`src/rtl/sram_rd_streamer.sv`:
```
// Burst read streamer for the packet-buffer SRAM: request in, valid/ready word stream out.
// Latency: 3 cycles from request accept to first out_valid; 1 word/cycle when unstalled.
// Backpressure: a 2-entry output FIFO plus in-flight read is never oversubscribed; issue stalls until a pop.
module sram_rd_streamer #(
    parameter int AW = 14,
    parameter int DW = 16,
    parameter int LW = 6
) (
    input  logic          clk,
    input  logic          rst_n,
    input  logic          req_valid,
    output logic          req_ready,
    input  logic [AW-1:0] req_addr,
    input  logic [LW-1:0] req_len,
    output logic          rd_en,
    output logic [AW-1:0] rd_addr,
    input  logic [DW-1:0] sram_dout,
    output logic          out_valid,
    input  logic          out_ready,
    output logic [DW-1:0] out_data,
    output logic          out_last
);

    typedef enum logic {IDLE, BURST} state_t;

    state_t        state;
    logic [AW-1:0] cur_addr;
    logic [LW-1:0] remaining;
    logic [1:0]    count;
    logic          inflight;
    logic          inflight_last;
    logic [DW:0]   fifo_mem [2];
    logic          wr_ptr;
    logic          rd_ptr;
    logic          pop;
    logic          push;

    assign pop  = out_valid && out_ready;
    assign push = inflight;

    // Space for the returning word is reserved at issue time, so a same-cycle pop frees a slot.
    assign rd_en = (state == BURST) && rst_n &&
                   (((count + 2'(inflight)) <= 2'd1) || pop);

    assign req_ready = (state == IDLE) && rst_n;
    assign rd_addr   = rst_n ? cur_addr : '0;
    assign out_valid = rst_n && (count != 2'd0);
    assign out_data  = out_valid ? fifo_mem[rd_ptr][DW-1:0] : '0;
    assign out_last  = out_valid && fifo_mem[rd_ptr][DW];

    always_ff @(posedge clk) begin
        if (!rst_n) begin
            state         <= IDLE;
            cur_addr      <= '0;
            remaining     <= '0;
            count         <= 2'd0;
            inflight      <= 1'b0;
            inflight_last <= 1'b0;
            wr_ptr        <= 1'b0;
            rd_ptr        <= 1'b0;
            fifo_mem[0]   <= '0;
            fifo_mem[1]   <= '0;
        end else begin
            inflight <= rd_en;
            if (rd_en) begin
                inflight_last <= (remaining == '0);
            end

            case (state)
                IDLE: begin
                    if (req_valid) begin
                        cur_addr  <= req_addr;
                        remaining <= req_len;
                        state     <= BURST;
                    end
                end
                BURST: begin
                    if (rd_en) begin
                        cur_addr <= cur_addr + 1'b1;
                        if (remaining == '0) begin
                            state <= IDLE;
                        end else begin
                            remaining <= remaining - 1'b1;
                        end
                    end
                end
                default: state <= IDLE;
            endcase

            if (push) begin
                fifo_mem[wr_ptr] <= {inflight_last, sram_dout};
                wr_ptr           <= ~wr_ptr;
            end
            if (pop) begin
                rd_ptr <= ~rd_ptr;
            end

            case ({push, pop})
                2'b10:   count <= count + 2'd1;
                2'b01:   count <= count - 2'd1;
                default: count <= count;
            endcase
        end
    end

endmodule

```
`config.mk`:
```
export PLATFORM = sky130hd
export DESIGN_NAME = sram_rd_streamer
export DESIGN_NICKNAME = d
export VERILOG_FILES = /design/src/rtl/sram_rd_streamer.sv
export SDC_FILE = /design/constraint.sdc
export NUM_CORES = 1
export LEC_CHECK = 0
export CAP_MARGIN = 15
export CORE_MARGIN = 5
export CORE_UTILIZATION = 50
export CTS_CLUSTER_DIAMETER = 50
export DETAILED_ROUTE_END_ITERATION = 8
export PLACE_DENSITY = 0.79
export SYNTH_ARGS = -nofsm -noshare
export SYNTH_HDL_FRONTEND = slang
export SYNTH_SLANG_ARGS = --single-unit
```
`constraint.sdc`:
```
create_clock -name clk -period 2.9 [get_ports clk]
set_input_delay 0.58 -clock clk [delete_from_list [all_inputs] [get_ports clk]]
set_output_delay 0.58 -clock clk [all_outputs]
set_load 0.01 [all_outputs]
```
==> impl_metrics.tcl <==
set metrics [dict create \
    synth_top_area_share_pct 31.1 \
    firstDrtPassIters 4 \
    fmax_mhz 359 \
    vdd_drop_max_mv 0.370 \
    cts_resized 0 \
    ff2ff_setup_slack_ns 0.80 \
    totalWireLength_um 8060 \
    switchingPower_w 0.000637 \
    ios 74 \
    fillers 507 \
    clock_power_share_pct 35.0 \
    cp_slowest_cell "clkdlybuf4s50_1" \
    worstSetupStartpointType "input pin" \
    grt_pass1_vias 2820 \
    comb_power_share_pct 19.7 \
    p_leak_nw 1.56 \
    worstMarginPinSlew_ns 0.607 \
    vias_per_cell 5.76 \
    slowest_delay_ns 0.57 \
    globalRouteTotalUtil_pct 19.7 \
    synth_edf_count 34 \
    path_max_fanout 5 \
    synth_flop_cell "edfxtp_1" \
    final_cell_mix "clkdlybuf4s50_1 (73), and2_1 (49), nor2_1 (38), edfxtp_1 (34), dfxtp_1 (28)" \
    globalRouteOverflowTotal 0 \
    rr_worst_depth 5 \
    pwr-share-seq_pct 45.3 \
    ys_async_sr_fraction_pct 0 \
    rr_endpoint "cur_addr[12]" \
    num_vias 2864 \
    netlist_instances 337 \
    drive_gt1_share_pct 8.81 \
    finalSetupViolations 0 \
    place.gp.congestion 0.837 \
    dp_hpwl_um 5750 \
    hold_viol_final 0 \
    crit_type "in2out" \
    cts_num_sinks 62 \
    min_path_cells 2 \
    relSlewSlack_pct 59.5 \
    place_inst 481 \
    fin_tns_setup_ns 0 \
    fin_cells 497 \
    skew_ns 0.00625 \
    antenna_found_initial 0 \
    place.port_buffers 73 \
    globalRouteMet1Util_pct 25.5 \
    status "finished clean" \
    grt_max_degree 36 \
    clk_pin_slew_ns 0.07 \
    row_count 29 \
    hold_path_startpoint "inflight_last" \
    yosys.cell_types.count 52 \
    numCtsBuffers 9 \
    chipHeight_um 91 \
    wl_per_cell_um 16.2 \
    syn-num-nets 381 \
    switching_share_pct 27.1 \
    synth_top_cell_by_area "edfxtp_1" \
    drcViolationCount 0 \
    crit_arrival_ns 2.21 \
    dieArea_um2 8280 \
    grt_pass1_wl_um 13500 \
    cts-root-buf "clkbuf_8" \
    synth_seq_cells 62 \
    initial_core_util_pct 51.7 \
    hp-class "reg2reg" \
    powerDensity_nw_per_um2 539 \
    fin_nets 459 \
    synth_area_per_cell_um2 9.73 \
    crit_chain "clkdlybuf4s50_1 > nand4bb_1 > o2111ai_4 > inv_2 > clkdlybuf4s50_1" \
    synth_warnings 0 \
    layout_commonest_cell "clkdlybuf4s50_1" \
    cts_setup_buffers 0 \
    worstPathRequired_ns 2.32 \
    netlist_area_um2 3280 \
    seq_area_frac_synth_pct 48.2 \
    ctsLongestPathBuffers 2 \
    cts_hold_buf 0 \
    end_kind "primary output" \
    holdPathEnd "inflight_last" \
    synth.area.top_cells "edfxtp_1 (31%), dfxtp_1 (17%), and2_1 (9.3%)" \
    startpoint "out_ready" \
    worst_hold_slack_ns 0.481 \
    core-area_um2 6350 \
    htree_levels 3 \
    crit_path_frequent_cell "clkdlybuf4s50_1" \
    drt.antenna.violating_nets 0 \
    utilization_pct 68.6 \
    die_w_um 91 \
    total_power_w 0.00235 \
    crit-reg2reg-launch "state" \
    period_minus_slack_ns 2.79 \
    p_int_w 0.00171 \
    worstSkewPairLatency_ns 0.33 \
    grtUsageMet3_pct 3.80 \
    use_met2_pct 32.0 \
    fin_crit_sh_pct 96.0 \
    drv_cap 0 \
    area_growth_pct 32.8 \
    antenna_cells 0 \
    finalMaxSlewViolations 0 \
    cts_tree "built" \
    rsz0062_at_grt "no" \
    grt_busiest_layer "met2" \
    drtIter0Drc 153 \
]
-- synthesized netlist by cell type, types with 2 or more instances --
library cell	n
inv_1	5
o21bai_1	2
buf_1	2
buf_2	4
nor3_1	9
xnor2_1	4
nor2_1	38
and2_1	49
and4_1	2
nor4_1	3
nor2b_1	9
nand3_1	8
o32ai_1	3
o22ai_1	5
ha_1	4
a221oi_1	3
dfxtp_1	28
nand2_1	18
a21oi_1	8
o2bb2ai_1	6
o211ai_1	2
or3_1	3
clkbuf_1	13
mux2i_1	19
o21ai_0	8
and3_1	4
a31oi_1	7
nand2b_1	5
o21ai_1	2
o21a_1	2
a32oi_1	4
edfxtp_1	34
o31ai_1	2
inv_2	4
-- sequential cells by signal (all words and copies together), names as in the netlist, named ones only --
signal	cells
fifo_mem	34
wr_ptr	1
inflight_last	1
remaining	6
state	1
inflight	1
rd_ptr	1
cur_addr	14
count	2
-- through the flow --
stage,cell area (um2),setup slack [ns]
2_1_floorplan,3280,0.759
3_3_place_gp,4140,0.142
3_5_place_dp,4140,0.123
4_1_cts,4360,0.115
5_1_grt,4360,0.0449
6_report,4360,0.115
-- critical path: cells and delay by family --
| kind | cells | cell delay (ns) |
|---|---|---|
| AND/OR/NAND/NOR | 1 | 0.25 |
| buffers and inverters | 3 | 1.23 |
| AO/OA/AOI/OAI | 1 | 0.15 |
-- power by group through the flow --
stage / Clock (W) / Combinational, W / Sequential (W)
finish: 0.000820 / 0.000463 / 0.00106
global route: 0.000880 / 0.000506 / 0.00107
detailed placement: 0 / 0.000461 / 0.00108
floorplan: 0 / 0.000286 / 0.00105
CTS: 0.000833 / 0.000463 / 0.00106
global placement: 0 / 0.000449 / 0.00107
-- cell type report --
class	count	area, um2	share of cell area (%)
clock buffer	10	128	2.93
clock inverter	6	86.3	1.98
inverter	9	33.8	0.776
multi-input combinational	247	1590	36.5
sequential	62	1580	36.3
tap	77	96.3	2.21
timing repair buffer	86	841	19.3
-- worst max path at each step --
stage / slack (ns) / endpoint
floorplan: 0.76 / count[1]
global placement: 0.14 / rd_en
detailed placement: 0.12 / rd_en
CTS: 0.11 / rd_en
global route: 0.04 / rd_en
finish: 0.11 / rd_en
-- logic make-up (layout without fill, tap and decap cells) --
family	count (synthesis)	in the layout	share of synthesized area, %
AO/OA/AOI/OAI	64	64	14.5
XOR/XNOR	5	5	1.33
adder cells (fa/ha/maj)	4	4	1.53
buffers and inverters	28	111	3.36
flip-flops	62	62	48.2
multiplexers	19	19	5.80
AND/OR/NAND/NOR	155	155	25.2
-- routing by layer --
layer | vias up | part of all wire [%] | wire length [um]
met4 | 0 | 2.3 | 185
li1 | 1372 | - | -
met5 | - | 0 | 0
met1 | 1339 | 42 | 3390
met3 | 20 | 7.3 | 588
met2 | 133 | 48 | 3900
(Power assumes the default switching activity.)
